[src/rtl/soc_cfg_pkg.sv]
// Shared constants for the SoC confreg shell: register offsets, response code,
// AXI-Lite slave state types and small helpers (byte-lane merge, hex-to-segment).
package soc_cfg_pkg;

   localparam logic [1:0]  RESP_OKAY        = 2'b00;

   localparam logic [15:0] ADDR_CR0         = 16'h8000;
   localparam logic [15:0] ADDR_TIMER       = 16'hE000;
   localparam logic [15:0] ADDR_LED         = 16'hF000;
   localparam logic [15:0] ADDR_LED_RG0     = 16'hF004;
   localparam logic [15:0] ADDR_LED_RG1     = 16'hF008;
   localparam logic [15:0] ADDR_NUM         = 16'hF010;
   localparam logic [15:0] ADDR_SWITCH      = 16'hF020;
   localparam logic [15:0] ADDR_BTN_KEY     = 16'hF024;
   localparam logic [15:0] ADDR_BTN_STEP    = 16'hF028;
   localparam logic [15:0] ADDR_VUART       = 16'hFFF0;
   localparam logic [15:0] ADDR_SIMU_FLAG   = 16'hFFF4;
   localparam logic [15:0] ADDR_OPEN_TRACE  = 16'hFFF8;
   localparam logic [15:0] ADDR_NUM_MONITOR = 16'hFFFC;

   typedef enum logic {WR_IDLE, WR_RESP} wr_state_e;
   typedef enum logic {RD_IDLE, RD_DATA} rd_state_e;

   function automatic logic [31:0] apply_wstrb(input logic [31:0] old_val,
                                               input logic [31:0] new_val,
                                               input logic [3:0]  strb);
      logic [31:0] res;
      res = old_val;
      for (int unsigned b = 0; b < 4; b++) begin
         if (strb[b]) res[8*b +: 8] = new_val[8*b +: 8];
      end
      return res;
   endfunction

   // Segment order is {a,b,c,d,e,f,g}, a in bit 6, active-high
   function automatic logic [6:0] hex2seg(input logic [3:0] nib);
      logic [6:0] seg;
      case (nib)
         4'h0: seg = 7'b1111110;
         4'h1: seg = 7'b0110000;
         4'h2: seg = 7'b1101101;
         4'h3: seg = 7'b1111001;
         4'h4: seg = 7'b0110011;
         4'h5: seg = 7'b1011011;
         4'h6: seg = 7'b1011111;
         4'h7: seg = 7'b1110000;
         4'h8: seg = 7'b1111111;
         4'h9: seg = 7'b1111011;
         4'hA: seg = 7'b1110111;
         4'hB: seg = 7'b0011111;
         4'hC: seg = 7'b1001110;
         4'hD: seg = 7'b0111101;
         4'hE: seg = 7'b1001111;
         default: seg = 7'b1000111;
      endcase
      return seg;
   endfunction

endpackage

[src/rtl/soc_axi_lite_sys_confreg.sv]
// Configuration register file behind an AXI4-Lite slave port; independent
// write (AW/W latched separately) and read state machines.
module confreg
   import soc_cfg_pkg::*;
#(
   parameter int unsigned SIMULATION = 0
) (
   input  logic        clk_i,
   input  logic        reset_i,
   input  logic [15:0] s_awaddr_i,
   input  logic        s_awvalid_i,
   output logic        s_awready_o,
   input  logic [31:0] s_wdata_i,
   input  logic [3:0]  s_wstrb_i,
   input  logic        s_wvalid_i,
   output logic        s_wready_o,
   output logic [1:0]  s_bresp_o,
   output logic        s_bvalid_o,
   input  logic        s_bready_i,
   input  logic [15:0] s_araddr_i,
   input  logic        s_arvalid_i,
   output logic        s_arready_o,
   output logic [31:0] s_rdata_o,
   output logic [1:0]  s_rresp_o,
   output logic        s_rvalid_o,
   input  logic        s_rready_i,
   input  logic [7:0]  switch_i,
   input  logic [3:0]  btn_key_row_i,
   input  logic [1:0]  btn_step_i,
   output logic [15:0] led_o,
   output logic [1:0]  led_rg0_o,
   output logic [1:0]  led_rg1_o,
   output logic [31:0] num_o,
   output logic        open_trace_o,
   output logic        num_monitor_o,
   output logic        uart_valid_o,
   output logic [7:0]  uart_data_o
);

   localparam logic [31:0] SIMU_WORD = (SIMULATION != 0) ? 32'hFFFF_FFFF : 32'h0;

   wr_state_e   wr_state_q, wr_state_d;
   rd_state_e   rd_state_q, rd_state_d;
   logic        aw_held_q, aw_held_d;
   logic        w_held_q, w_held_d;
   logic [15:0] awaddr_q, awaddr_d;
   logic [31:0] wdata_q, wdata_d;
   logic [3:0]  wstrb_q, wstrb_d;
   logic [31:0] rdata_q, rdata_d;

   logic [31:0] cr_q [8];
   logic [31:0] timer_q;
   logic [15:0] led_q;
   logic [1:0]  led_rg0_q, led_rg1_q;
   logic [31:0] num_q;
   logic        open_trace_q, num_monitor_q;
   logic        uart_valid_q;
   logic [7:0]  uart_data_q;

   logic        wr_en, ar_hs;
   logic [15:0] wr_addr, wr_word, rd_word_addr;
   logic [31:0] wr_data, wr_old, wr_merged, rd_word;
   logic [3:0]  wr_strb;
   logic        unused_addr_bits;

   // A beat accepted this cycle is usable immediately, so AW+W together commit at once
   assign wr_addr      = aw_held_q ? awaddr_q : s_awaddr_i;
   assign wr_data      = w_held_q  ? wdata_q  : s_wdata_i;
   assign wr_strb      = w_held_q  ? wstrb_q  : s_wstrb_i;
   assign wr_word      = {wr_addr[15:2], 2'b00};
   assign rd_word_addr = {s_araddr_i[15:2], 2'b00};
   assign unused_addr_bits = ^{wr_addr[1:0], s_araddr_i[1:0]};

   always_comb begin
      wr_state_d  = wr_state_q;
      aw_held_d   = aw_held_q;
      w_held_d    = w_held_q;
      awaddr_d    = awaddr_q;
      wdata_d     = wdata_q;
      wstrb_d     = wstrb_q;
      s_awready_o = 1'b0;
      s_wready_o  = 1'b0;
      s_bvalid_o  = 1'b0;
      wr_en       = 1'b0;
      case (wr_state_q)
         WR_IDLE: begin
            s_awready_o = ~aw_held_q;
            s_wready_o  = ~w_held_q;
            if ((aw_held_q || s_awvalid_i) && (w_held_q || s_wvalid_i)) begin
               wr_en      = 1'b1;
               aw_held_d  = 1'b0;
               w_held_d   = 1'b0;
               wr_state_d = WR_RESP;
            end else begin
               if (!aw_held_q && s_awvalid_i) begin
                  aw_held_d = 1'b1;
                  awaddr_d  = s_awaddr_i;
               end
               if (!w_held_q && s_wvalid_i) begin
                  w_held_d = 1'b1;
                  wdata_d  = s_wdata_i;
                  wstrb_d  = s_wstrb_i;
               end
            end
         end
         default: begin
            s_bvalid_o = 1'b1;
            if (s_bready_i) wr_state_d = WR_IDLE;
         end
      endcase
   end

   always_comb begin
      rd_state_d  = rd_state_q;
      s_arready_o = 1'b0;
      s_rvalid_o  = 1'b0;
      ar_hs       = 1'b0;
      case (rd_state_q)
         RD_IDLE: begin
            s_arready_o = 1'b1;
            if (s_arvalid_i) begin
               ar_hs      = 1'b1;
               rd_state_d = RD_DATA;
            end
         end
         default: begin
            s_rvalid_o = 1'b1;
            if (s_rready_i) rd_state_d = RD_IDLE;
         end
      endcase
   end

   always_comb begin
      rd_word = '0;
      case (rd_word_addr)
         ADDR_TIMER:       rd_word = timer_q;
         ADDR_LED:         rd_word = {16'h0, led_q};
         ADDR_LED_RG0:     rd_word = {30'h0, led_rg0_q};
         ADDR_LED_RG1:     rd_word = {30'h0, led_rg1_q};
         ADDR_NUM:         rd_word = num_q;
         ADDR_SWITCH:      rd_word = {24'h0, switch_i};
         ADDR_BTN_KEY:     rd_word = {28'h0, btn_key_row_i};
         ADDR_BTN_STEP:    rd_word = {30'h0, btn_step_i};
         ADDR_SIMU_FLAG:   rd_word = SIMU_WORD;
         ADDR_OPEN_TRACE:  rd_word = {31'h0, open_trace_q};
         ADDR_NUM_MONITOR: rd_word = {31'h0, num_monitor_q};
         default: begin
            if (s_araddr_i[15:5] == ADDR_CR0[15:5]) rd_word = cr_q[s_araddr_i[4:2]];
         end
      endcase
      rdata_d = ar_hs ? rd_word : rdata_q;
   end

   // Current contents of the targeted RW register, merged with the enabled byte lanes
   always_comb begin
      wr_old = '0;
      case (wr_word)
         ADDR_TIMER:       wr_old = timer_q;
         ADDR_LED:         wr_old = {16'h0, led_q};
         ADDR_LED_RG0:     wr_old = {30'h0, led_rg0_q};
         ADDR_LED_RG1:     wr_old = {30'h0, led_rg1_q};
         ADDR_NUM:         wr_old = num_q;
         ADDR_OPEN_TRACE:  wr_old = {31'h0, open_trace_q};
         ADDR_NUM_MONITOR: wr_old = {31'h0, num_monitor_q};
         default: begin
            if (wr_addr[15:5] == ADDR_CR0[15:5]) wr_old = cr_q[wr_addr[4:2]];
         end
      endcase
      wr_merged = apply_wstrb(wr_old, wr_data, wr_strb);
   end

   always_ff @(posedge clk_i) begin
      if (reset_i) begin
         wr_state_q <= WR_IDLE;
         rd_state_q <= RD_IDLE;
         aw_held_q  <= 1'b0;
         w_held_q   <= 1'b0;
         awaddr_q   <= '0;
         wdata_q    <= '0;
         wstrb_q    <= '0;
         rdata_q    <= '0;
      end else begin
         wr_state_q <= wr_state_d;
         rd_state_q <= rd_state_d;
         aw_held_q  <= aw_held_d;
         w_held_q   <= w_held_d;
         awaddr_q   <= awaddr_d;
         wdata_q    <= wdata_d;
         wstrb_q    <= wstrb_d;
         rdata_q    <= rdata_d;
      end
   end

   always_ff @(posedge clk_i) begin
      if (reset_i) begin
         for (int unsigned i = 0; i < 8; i++) cr_q[i] <= '0;
         timer_q       <= '0;
         led_q         <= '0;
         led_rg0_q     <= '0;
         led_rg1_q     <= '0;
         num_q         <= '0;
         open_trace_q  <= 1'b1;
         num_monitor_q <= 1'b1;
         uart_valid_q  <= 1'b0;
         uart_data_q   <= '0;
      end else begin
         timer_q      <= timer_q + 32'd1;
         uart_valid_q <= 1'b0;
         if (wr_en) begin
            case (wr_word)
               ADDR_TIMER:       timer_q       <= wr_merged;
               ADDR_LED:         led_q         <= wr_merged[15:0];
               ADDR_LED_RG0:     led_rg0_q     <= wr_merged[1:0];
               ADDR_LED_RG1:     led_rg1_q     <= wr_merged[1:0];
               ADDR_NUM:         num_q         <= wr_merged;
               ADDR_OPEN_TRACE:  open_trace_q  <= wr_merged[0];
               ADDR_NUM_MONITOR: num_monitor_q <= wr_merged[0];
               ADDR_VUART: begin
                  uart_valid_q <= 1'b1;
                  uart_data_q  <= wr_data[7:0];
               end
               default: begin
                  if (wr_addr[15:5] == ADDR_CR0[15:5]) cr_q[wr_addr[4:2]] <= wr_merged;
               end
            endcase
         end
      end
   end

   assign s_bresp_o     = RESP_OKAY;
   assign s_rresp_o     = RESP_OKAY;
   assign s_rdata_o     = rdata_q;
   assign led_o         = led_q;
   assign led_rg0_o     = led_rg0_q;
   assign led_rg1_o     = led_rg1_q;
   assign num_o         = num_q;
   assign open_trace_o  = open_trace_q;
   assign num_monitor_o = num_monitor_q;
   assign uart_valid_o  = uart_valid_q;
   assign uart_data_o   = uart_data_q;

endmodule

[src/rtl/soc_axi_lite_sys.sv]
// SoC shell: confreg behind AXI-Lite, board GPIO wiring and the
// multiplexed 8-digit seven-segment scanner.
module soc_axi_lite_sys
   import soc_cfg_pkg::*;
#(
   parameter int unsigned SIMULATION = 0
) (
   input  logic        clk,
   input  logic        reset,
   input  logic [15:0] s_awaddr,
   input  logic        s_awvalid,
   output logic        s_awready,
   input  logic [31:0] s_wdata,
   input  logic [3:0]  s_wstrb,
   input  logic        s_wvalid,
   output logic        s_wready,
   output logic [1:0]  s_bresp,
   output logic        s_bvalid,
   input  logic        s_bready,
   input  logic [15:0] s_araddr,
   input  logic        s_arvalid,
   output logic        s_arready,
   output logic [31:0] s_rdata,
   output logic [1:0]  s_rresp,
   output logic        s_rvalid,
   input  logic        s_rready,
   output logic [15:0] led,
   output logic [1:0]  led_rg0,
   output logic [1:0]  led_rg1,
   output logic [7:0]  num_csn,
   output logic [6:0]  num_a_g,
   input  logic [7:0]  switch,
   output logic [3:0]  btn_key_col,
   input  logic [3:0]  btn_key_row,
   input  logic [1:0]  btn_step,
   output logic [31:0] num_data,
   output logic        num_monitor,
   output logic        open_trace,
   output logic        uart_valid,
   output logic [7:0]  uart_data
);

   localparam int unsigned CNT_W = (SIMULATION != 0) ? 4 : 20;

   logic [15:0]      led_reg;
   logic [31:0]      num_reg;
   logic [CNT_W-1:0] scan_cnt_q;
   logic [7:0]       num_csn_q;
   logic [6:0]       num_a_g_q;
   logic [2:0]       digit;
   logic [3:0]       nibble;

   confreg #(
      .SIMULATION(SIMULATION)
   ) u_confreg (
      .clk_i         (clk),
      .reset_i       (reset),
      .s_awaddr_i    (s_awaddr),
      .s_awvalid_i   (s_awvalid),
      .s_awready_o   (s_awready),
      .s_wdata_i     (s_wdata),
      .s_wstrb_i     (s_wstrb),
      .s_wvalid_i    (s_wvalid),
      .s_wready_o    (s_wready),
      .s_bresp_o     (s_bresp),
      .s_bvalid_o    (s_bvalid),
      .s_bready_i    (s_bready),
      .s_araddr_i    (s_araddr),
      .s_arvalid_i   (s_arvalid),
      .s_arready_o   (s_arready),
      .s_rdata_o     (s_rdata),
      .s_rresp_o     (s_rresp),
      .s_rvalid_o    (s_rvalid),
      .s_rready_i    (s_rready),
      .switch_i      (switch),
      .btn_key_row_i (btn_key_row),
      .btn_step_i    (btn_step),
      .led_o         (led_reg),
      .led_rg0_o     (led_rg0),
      .led_rg1_o     (led_rg1),
      .num_o         (num_reg),
      .open_trace_o  (open_trace),
      .num_monitor_o (num_monitor),
      .uart_valid_o  (uart_valid),
      .uart_data_o   (uart_data)
   );

   assign digit  = scan_cnt_q[CNT_W-1 -: 3];
   assign nibble = num_reg[{digit, 2'b00} +: 4];

   // Digit select and segment pattern are registered together so they never skew
   always_ff @(posedge clk) begin
      if (reset) begin
         scan_cnt_q <= '0;
         num_csn_q  <= 8'hFF;
         num_a_g_q  <= '0;
      end else begin
         scan_cnt_q <= scan_cnt_q + 1'b1;
         num_csn_q  <= ~(8'b0000_0001 << digit);
         num_a_g_q  <= hex2seg(nibble);
      end
   end

   assign led         = ~led_reg;
   assign num_data    = num_reg;
   assign num_csn     = num_csn_q;
   assign num_a_g     = num_a_g_q;
   assign btn_key_col = '0;

endmodule

[config.mk]
export PLATFORM = sky130hd
export DESIGN_NAME = soc_axi_lite_sys
export DESIGN_NICKNAME = d
export VERILOG_FILES = /design/src/rtl/soc_cfg_pkg.sv /design/src/rtl/soc_axi_lite_sys_confreg.sv /design/src/rtl/soc_axi_lite_sys.sv
export SDC_FILE = /design/constraint.sdc
export NUM_CORES = 1
export LEC_CHECK = 0
export CAP_MARGIN = 15
export CORE_MARGIN = 5
export CORE_UTILIZATION = 53
export DETAILED_ROUTE_END_ITERATION = 6
export PLACE_DENSITY = 0.85
export SLEW_MARGIN = 20
export SYNTH_ARGS = -nofsm -noshare
export SYNTH_HDL_FRONTEND = slang
export SYNTH_HIERARCHICAL = 1
export SYNTH_SLANG_ARGS = --single-unit
[constraint.sdc]
create_clock -name clk -period 3.12 [get_ports clk]
set_input_delay 0.312 -clock clk [delete_from_list [all_inputs] [get_ports clk]]
set_output_delay 0.312 -clock clk [all_outputs]
set_load 0.03 [all_outputs]
Yosys cells after proc, flatten, opt, wreduce, memory -nomap -nowiden
Memory sizes are Yosys's and may differ from the RTL's. A register that Yosys moved wholly into a read port is not among the register bits.
Cells that the tools add are included.

word-level totals
  flip-flop bits (word level) = 211
  memory bits (writable) = 256
  memory bits (read-only) = 112
  bits of input ports = 89
  output and inout bits = 123
  logic and storage cells = 117
  memories = 2

cells by class
  $add $sub $neg = 2
  equal/unequal tests = 21
  shift operators = 2
  multiplexer cells = 41
  bitwise logic cells = 7
  reductions and logical operators = 23

memories
  name             words  bits a word  rd ports  clocked after memory_dff  wr ports  RTL line                        RTL
  u_confreg.cr_q   8      32           2         0                         8         soc_axi_lite_sys_confreg.sv:51  logic [31:0] cr_q [8];
  (no name shown)  16     7            1         1                         0         soc_cfg_pkg.sv:38               case (nib)

operators by type and width
  operator                 number
  $pmux W32 S11            1
  $eq A14 B14 Y1 const B   19
  $pmux W32 S7             1
  $mux W32                 6
  $add A32 B1 Y32 const B  1
  $mux W8                  4
  $reduce_or A32 Y1        1
  $shiftx A32 B6 Y4        1
  $mux W1                  26
  $eq A11 B11 Y1 const B   2
  $add A20 B1 Y20 const B  1
  $reduce_and A2 Y1        9
  $mux W16                 1
  $not A16 Y16             1
  $not A8 Y8               1
  $reduce_or A8 Y1         1
  $shl A1 B3 Y8 const A    1
  $reduce_and A3 Y1        2
  $not A1 Y1               5
  $mux W4                  1
  $reduce_bool A2 Y1       2
  $logic_and A1 B1 Y1      3
  $mux W3                  1
  $logic_not A1 Y1         2
  2 further kinds          3

Logic depth before layout (Yosys ltp)
Gate-level depths: netlist of the first run.

  depth after elaboration = 9
  depth in mapped cells = 11
  gate-level depth less buffers = 9

Hierarchy
Netlist of the first run, hierarchy kept.

by module, submodules not included
  module            times used  cells an instance  area an instance (um^2)  sequential area each (um^2)
  confreg           1           2,197              23,714.0                 11,310.8
  soc_axi_lite_sys  1           219                1,890.6                  700.7

Worst setup path after synthesis of the first run
OpenSTA, ideal clock, no wires.

  path kind = reg-to-reg
  from = reg u_confreg.aw_held_q
  to = mem u_confreg.cr_q[6][0], enable pin
  library setup time = 0.478 ns
  data arrival time = 2.458 ns
  data required time = 2.642 ns
  slack = 0.184 ns
  cell stages (with the launch flop) = 9
  buffers on the path = 4
  period minus slack after synthesis = 2.936 ns
  path through = dfxtp_1 > buf_6 > buf_6 > buf_6 > o21ai_0 > nor4_4 > nand3_1 > clkbuf_1 > nand2_1

RTL lines
  what                      RTL line                         RTL
  start: declaration        soc_axi_lite_sys_confreg.sv:44   logic aw_held_q, aw_held_d;
  start signal: assignment  soc_axi_lite_sys_confreg.sv:185  aw_held_q <= aw_held_d;
  end: declaration          soc_axi_lite_sys_confreg.sv:51

==> impl_metrics.toml, run 1 <==
[status]
run_status = "finished with violations"
failing_checks = "DRC"

[worst_hold_path]
min-delay-start = "reset"
min-delay-path-class = "in2reg"
worst_hold_path.endpoint = "u_confreg/wstrb_q[2]"
whs_path_depth = 2

[global_routing]
grt.overflow.total = 0
grt_start_max_net_pins = 74
grt_util_all_layers = 0.316
number_of_antenna_violations_at_the_first_check_in_global_routing = 0
grt_first_pass_wirelength_mm = 131
first_global_vias = 21700

[sta]
hold_violations = 0
timing.max_slew.rel_slack = 0.225
fin_skew_ps = 23.2
timing.final.crit_share = 0.973
max_clock_freq_mhz = 329
hold_slack_ps = 273
max_slew_violations = 0
finalWorstPathRequiredPeriod_ps = 3040
worst-slew-pin-transition_ps = 1160
grt_setup_unrepaired = "no"
setup_viol_count_final = 0

[placed_design]
place.detailed.instances = 3194
port_buffer_cells = 199
finalWeightedCongestion = 0.975
detailedPlacementHpwl_mm = 60.9
dpl-instance-area_um2 = 29000

[setup_path]
critical_path.max_fanout = 33
r2r-end = "u_confreg/cr_q[1][29]"
number_of_stages_on_the_worst_setup_path = 8
critical_path.max_stage_delay_ps = 530
crit_family = "multiplexers"
setup.worst_path.class = "reg2reg"
crit_path_launch_type = "flip-flop"
r2r.worst_path.cells = 8
crit_chain = "buf_12 -> mux2_8 -> buf_12 -> mux2i_1 -> mux2i_1 -> mux2_2 -> a21oi_2 -> nor3_1"
critical_path_arrival_ps = 3360
required_ps = 3450
cp.buffers_inverters = 2
worstReg2RegStart = "u_confreg/aw_held_q"
worst_path_max_delay_cell = "sky130_fd_sc_hd__mux2_8"
cp-end-kind = "flip-flop"
ff2ff_setup_slack_ps = 80

[routing]
route.final.wire_length_mm = 87.2
avgViaCountPerCell = 6.79
wire_length_per_cell_after_detailed_routing_um = 26.6
drtIter0Drc = 3221
vias = 22300
drt.antenna.violating_nets = 0
drc = 9
drt-pass1-iter-count = 7

[clocking]
cts_max_level = 2
cts_tree = "done"
cts.repair_timing.setup_buffer_count = 0
cts_root_buffer = "sky130_fd_sc_hd__clkbuf_16"
cts.hold.buffers_added = 0
cts_inserted_buffers = 48
clkSinkCount = 472
worst_setup_hold_path_clk_slew_ps = 60
clock_insertion_delay_worst_skew_ps = 600
postCtsResizedCells = 0
ctsLongestPathBuffers = 3

[synth]
number_of_synthesized_flops_with_an_enable_pin = 256
synth_seq_cells = 472
syn-instance-count = 2416
synth_ff_type = "sky130_fd_sc_hd__edfxtp_1"
avgSynthCellArea_um2 = 10.6
netlist-cell-type-count = 98
yosys_warnings = 6
async_flop_share = 0
synth-seq-area-share = 0.469
netlist_area_um2 = 25600

[floorplan]
die_span_y_um = 230
num_io_pins = 212
fp.dieW_um = 230
core_area_um2 = 47700
initial_utilization = 0.536
die-area_um2 = 52800
rows = 80

[layout]
area_growth_pct = 19.4
finish.cell_count_without_fillers = 3281
layout.nets = 2727
drive_above_1_share = 0.158
final_design_area_no_fill_um2 = 30600

[power]
p_leak_uw = 0.0108
peakVddDrop_mv = 0.361
totalPowerFinal_uw = 15000
power_density_cells_nw_per_um2 = 490

[run]
timing.max_cap.violations = 0
==> state kept, by name, indices dropped and copies added, names as in the netlist <==
name and count:
u_confreg/cr_q 256, u_confreg/num_o 32, u_confreg/s_rdata_o 32, u_confreg/timer_q 32, u_confreg/wdata_q 32, scan_cnt_q 20
u_confreg/led_o 16, u_confreg/awaddr_q 14, num_csn 8, u_confreg/uart_data_o 8, num_a_g 7, u_confreg/wstrb_q 4
u_confreg/led_rg0_o 2, u_confreg/led_rg1_o 2, u_confreg/aw_held_q 1, u_confreg/num_monitor_o 1, u_confreg/open_trace_o 1, u_confreg/rd_state_q 1
u_confreg/uart_valid_o 1, u_confreg/w_held_q 1, u_confreg/wr_state_q 1
==> how the worst max path moves through the flow <==
stage | start | slack [ps] | endpoint
after floorplan | u_confreg/aw_held_q | 180 | u_confreg/cr_q[6][0]
final | u_confreg/aw_held_q | 80 | u_confreg/cr_q[1][29]
after CTS | u_confreg/aw_held_q | 80 | u_confreg/cr_q[2][15]
after global routing | u_confreg/aw_held_q | 3 | u_confreg/cr_q[3][17]
after detailed placement | s_awaddr[7] | -3 | u_confreg/cr_q[2][15]
after global placement | s_awaddr[12] | 70 | u_confreg/cr_q[3][15]
==> where the power goes <==
part / leakage [uW] / switching [uW] / internal, uW
clock: 0.000779 / 2480 / 3390
combinational: 0.00563 / 1400 / 870
sequential: 0.00439 / 134 / 6720
total: 0.0108 / 4010 / 11000
==> metal layers <==
layer,track usage,wire [um]
met1,0.414,31100
met2,0.491,38700
met3,0.117,14000
met4,0.102,3440
met5,0,0
==> layout make-up <==
cell class | count | area [um^2]
inverter | 37 | 139
fill | 3499 | 17200
tap | 615 | 769
multi-input combinational | 1719 | 12500
clock buffer | 63 | 1320
sequential | 472 | 12000
timing repair buffer | 351 | 3550
antenna | 1 | 2.50
clock inverter | 23 | 255
==> synth_stat cells, types with 16 or more instances <==
| library cell | number | area share |
|---|---|---|
| sky130_fd_sc_hd__nand3_1 | 67 | 0.013 |
| sky130_fd_sc_hd__clkbuf_1 | 82 | 0.012 |
| sky130_fd_sc_hd__nand4_1 | 19 | 0.0046 |
| sky130_fd_sc_hd__edfxtp_1 | 256 | 0.30 |
| sky130_fd_sc_hd__dfxtp_1 | 216 | 0.17 |
| sky130_fd_sc_hd__xnor2_1 | 20 | 0.0068 |
| sky130_fd_sc_hd__xor2_1 | 23 | 0.0079 |
| sky130_fd_sc_hd__nor2b_1 | 33 | 0.0081 |
| sky130_fd_sc_hd__a211oi_1 | 55 | 0.016 |
| sky130_fd_sc_hd__mux4_2 | 66 | 0.058 |
| sky130_fd_sc_hd__nor2_1 | 205 | 0.030 |
| sky130_fd_sc_hd__nand2_1 | 221 | 0.032 |
| sky130_fd_sc_hd__o2bb2ai_1 | 16 | 0.0055 |
| sky130_fd_sc_hd__a31oi_1 | 25 | 0.0061 |
| sky130_fd_sc_hd__buf_4 | 31 | 0.0091 |
| sky130_fd_sc_hd__buf_2 | 55 | 0.011 |
| sky130_fd_sc_hd__or3_1 | 23 | 0.0056 |
| sky130_fd_sc_hd__inv_1 | 36 | 0.0053 |
| sky130_fd_sc_hd__a221oi_1 | 18 | 0.0062 |
| sky130_fd_sc_hd__nor3_1 | 219 | 0.043 |
| sky130_fd_sc_hd__a21oi_1 | 81 | 0.016 |
| sky130_fd_sc_hd__o21ai_0 | 47 | 0.0092 |
| sky130_fd_sc_hd__and3_1 | 16 | 0.0039 |
| sky130_fd_sc_hd__mux2i_1 | 234 | 0.091 |
| sky130_fd_sc_hd__o21ai_1 | 16 | 0.0031 |
| sky130_fd_sc_hd__mux2_2 | 40 | 0.018 |
==> logic make-up after synthesis <==
group | count (synthesis) | synth area share
AND/OR/NAND/NOR | 879 | 0.164
multiplexers | 345 | 0.171
other | 2 | 0.000293
XOR/XNOR | 43 | 0.0147
AO/OA/AOI/OAI | 435 | 0.132
buffers and inverters | 231 | 0.0450
adder cells (fa/ha/maj) | 9 | 0.00440
flip-flops | 472 | 0.469
==> cell usage in the layout (no fill, tap or decap), types with 47 or more instances in the layout <==
| master | instances |
|---|---|
| sky130_fd_sc_hd__nor2_1 | 205 |
| sky130_fd_sc_hd__nand2_1 | 221 |
| sky130_fd_sc_hd__a21oi_1 | 81 |
| sky130_fd_sc_hd__nor3_1 | 219 |
| sky130_fd_sc_hd__o21ai_0 | 47 |
| sky130_fd_sc_hd__mux4_2 | 66 |
| sky130_fd_sc_hd__a211oi_1 | 55 |
| sky130_fd_sc_hd__nand3_1 | 67 |
| sky130_fd_sc_hd__dfxtp_1 | 215 |
| sky130_fd_sc_hd__clkdlybuf4s50_1 | 195 |
| sky130_fd_sc_hd__buf_4 | 119 |
| sky130_fd_sc_hd__edfxtp_1 | 256 |
| sky130_fd_sc_hd__mux2i_1 | 233 |
| sky130_fd_sc_hd__clkbuf_16 | 48 |
==> worst register-to-register path, stage by stage (launching register included) <==
cell and delay, ps:
sky130_fd_sc_hd__dfxtp_1 420, sky130_fd_sc_hd__buf_12 240, sky130_fd_sc_hd__mux2_8 530, sky130_fd_sc_hd__buf_12 300
sky130_fd_sc_hd__mux2i_1 230, sky130_fd_sc_hd__mux2i_1 110, sky130_fd_sc_hd__mux2_2 310, sky130_fd_sc_hd__a21oi_2 490
sky130_fd_sc_hd__nor3_1 140
==> per-stage QoR <==
stage / TNS, ps / utilization / setup slack, ps
3_5_place_dp: -3.20 / 0.607 / -3.20
3_3_place_gp: 0 / 0.607 / 74.5
5_1_grt: 0 / 0.640 / 3.48
6_report: 0 / 0.640 / 84.7
2_1_floorplan: 0 / - / 184
4_1_cts: 0 / 0.640 / 79.3
Power figures use the tool's default switching activity.
==> inputs of run 2 (changes only) <==
--- a/config.mk
+++ b/config.mk
@@ -10,6 +10,7 @@
 export CORE_UTILIZATION = 53
 export DETAILED_ROUTE_END_ITERATION = 6
 export PLACE_DENSITY = 0.85
+export SETUP_SLACK_MARGIN = 0.1
 export SLEW_MARGIN = 20
 export SYNTH_ARGS = -nofsm -noshare
 export SYNTH_HDL_FRONTEND = slang
==> run 2 against run 1 <==
Effect of this change:
- the run now ends clean
- worst hold slack lost 1.5 ps
- non-clock buffer count unchanged
- die area stayed put
- clock power is essentially flat
- global-route usage about the same
- count of clock-buffer cells in the layout did not move
- critical path type unchanged
- critical endpoint is now u_confreg/cr_q[0][11]
- highest routed layer unchanged
==> impl_metrics.toml, run 2 (synthesis results as in run 1) <==
[clocking]
worst_setup_hold_path_clk_slew_ps = 60
cts_tree = "done"
cts_inserted_buffers = 48
cts.hold.buffers_added = 0
cts_max_level = 2
cts.repair_timing.setup_buffer_count = 0
clock_insertion_delay_worst_skew_ps = 600
clkSinkCount = 472
ctsLongestPathBuffers = 3
cts_root_buffer = "sky130_fd_sc_hd__clkbuf_16"

[setup_path]
critical_path.max_fanout = 46
crit_path_launch_type = "flip-flop"
path_common_cell = "sky130_fd_sc_hd__buf_12"
r2r-end = "u_confreg/cr_q[0][11]"
critical_path_arrival_ps = 3250
ff2ff_setup_slack_ps = 180
critical_path.max_stage_delay_ps = 610
required_ps = 3430
cp.buffers_inverters = 2
crit_path_start = "u_confreg/aw_held_q"
setup.worst_path.class = "reg2reg"
r2r.worst_path.cells = 7
crit_chain = "buf_12 -> mux2i_4 -> buf_12 -> mux2i_1 -> mux2_2 -> a211oi_2 -> nor3_1"
worst_path_max_delay_cell = "sky130_fd_sc_hd__a211oi_2"
cp-end-kind = "flip-flop"
worstReg2RegStart = "u_confreg/aw_held_q"
crit_family = "multiplexers"

[routing]
drt-pass1-iter-count = 7
wire_length_per_cell_after_detailed_routing_um = 26.7
route.final.wire_length_mm = 87.6
drt.antenna.violating_nets = 0
drtIter0Drc = 3081
avgViaCountPerCell = 6.79
drc = 0
vias = 22300

[layout]
layout_commonest_cell = "sky130_fd_sc_hd__edfxtp_1"
ant_cells = 0
postLayoutCoreUtil = 0.641
area_growth_pct = 19.5
drive_above_1_share = 0.159
final_design_area_no_fill_um2 = 30600
final_cell_mix = "256 x sky130_fd_sc_hd__edfxtp_1, 233 x sky130_fd_sc_hd__mux2i_1, 221 x sky130_fd_sc_hd__nand2_1"
largest_register_ff_count = 256
layout.nets = 2728
register_name_with_the_most_flops = "u_confreg/cr_q"

[global_routing]
grt_first_pass_wirelength_mm = 131
first_global_vias = 21700
number_of_antenna_violations_at_the_first_check_in_global_routing = 0
grt_util_all_layers = 0.316
grt_start_max_net_pins = 74
grt.overflow.total = 0

[floorplan]
rows = 80
core_area_um2 = 47700
fp.dieW_um = 230
die-area_um2 = 52800
num_io_pins = 212
die_span_y_um = 230
initial_utilization = 0.536

[placed_design]
detailedPlace.worstSlack_ps = -3.20
detailedPlacementHpwl_mm = 60.9
finalWeightedCongestion = 0.975
port_buffer_cells = 199
dpl-instance-area_um2 = 29000

[power]
p_leak_uw = 0.0108
power_density_cells_nw_per_um2 = 491
peakVddDrop_mv = 0.360

[worst_hold_path]
min-delay-path-class = "in2reg"
worst_hold_path.endpoint = "u_confreg/wstrb_q[2]"
min-delay-start = "reset"
whs_path_depth = 2

[sta]
timing.final.crit_share = 0.944
fin_tns_setup_ps = 0
fin_skew_ps = 19.7
max_slew_violations = 0
hold_violations = 0
finalWorstSetupSlack_ps = 175
grt_setup_unrepaired = "no"
timing.max_slew.rel_slack = 0.222
worst-slew-pin-transition_ps = 1160
max_clock_freq_mhz = 340
setup_viol_count_final = 0
finalWorstPathRequiredPeriod_ps = 2940

[status]
run_status = "complete, no violations"

[run]
timing.max_cap.violations = 0
## run 2: changes by cell type in the layout (fill, tap and decap cells not counted)
cell	previous run	this run
sky130_fd_sc_hd__a21oi_4	9	12
sky130_fd_sc_hd__mux2_4	1	2
sky130_fd_sc_hd__a21oi_2	7	4
sky130_fd_sc_hd__diode_2	1	0
## run 2: per-layer routing
layer | vias to the layer above | share of wire | global-route usage | routed length (um)
met5 | - | 0 | 0 | 0
met4 | 0 | 0.039 | 0.102 | 3430
met3 | 292 | 0.16 | 0.116 | 14100
met1 | 10600 | 0.35 | 0.415 | 31100
li1 | 9572 | - | - | -
met2 | 1772 | 0.45 | 0.492 | 39000
## run 2: worst max path at each step
stage,to,slack [ps],cells past startpoint
3_5_place_dp,u_confreg/cr_q[2][15],-3,8
2_1_floorplan,u_confreg/cr_q[6][0],180,8
5_1_grt,u_confreg/cr_q[0][0],110,9
3_3_place_gp,u_confreg/cr_q[3][15],70,8
4_1_cts,u_confreg/cr_q[1][29],180,8
6_report,u_confreg/cr_q[0][11],180,7
## run 2: report_power, final
group | switching (uW) | total (uW) | leakage [uW] | internal [uW]
registers | 134 | 6860 | 0.00439 | 6720
logic | 1410 | 2290 | 0.00565 | 874
clock network | 2490 | 5880 | 0.000779 | 3390
## run 2: what timing repair did
| item | CTS | global route |
|---|---|---|
| pin swaps | 0 | 1 |
| gates cloned | 0 | 1 |
| hold endpoints to repair | 0 | 0 |
| setup endpoints to repair | 5 | 134 |
| gates resized for setup | 1 | 5 |
## run 2: cell type report
type | instances | area, um^2
tap | 615 | 769
timing repair buffer | 351 | 3550
clock buffer | 63 | 1320
multi-input combinational | 1720 | 12600
sequential | 472 | 12000
inverter | 37 | 139
clock inverter | 23 | 255
fill | 3490 | 17100
## run 2: worst register-to-register path, cell delays in order (launching register included)
cell,delay (ps)
sky130_fd_sc_hd__dfxtp_1,420
sky130_fd_sc_hd__buf_12,260
sky130_fd_sc_hd__mux2i_4,390
sky130_fd_sc_hd__buf_12,370
sky130_fd_sc_hd__mux2i_1,150
sky130_fd_sc_hd__mux2_2,320
sky130_fd_sc_hd__a211oi_2,610
sky130_fd_sc_hd__nor3_1,150
## run 2: per-stage QoR
step	power, uW	hold slack [ps]	std cells
floorplan	8260	413	2422
global placement	9070	423	3194
detailed placement	9150	442	3194
CTS	14900	225	3280
global route	15400	251	3281
finish	15000	272	3281
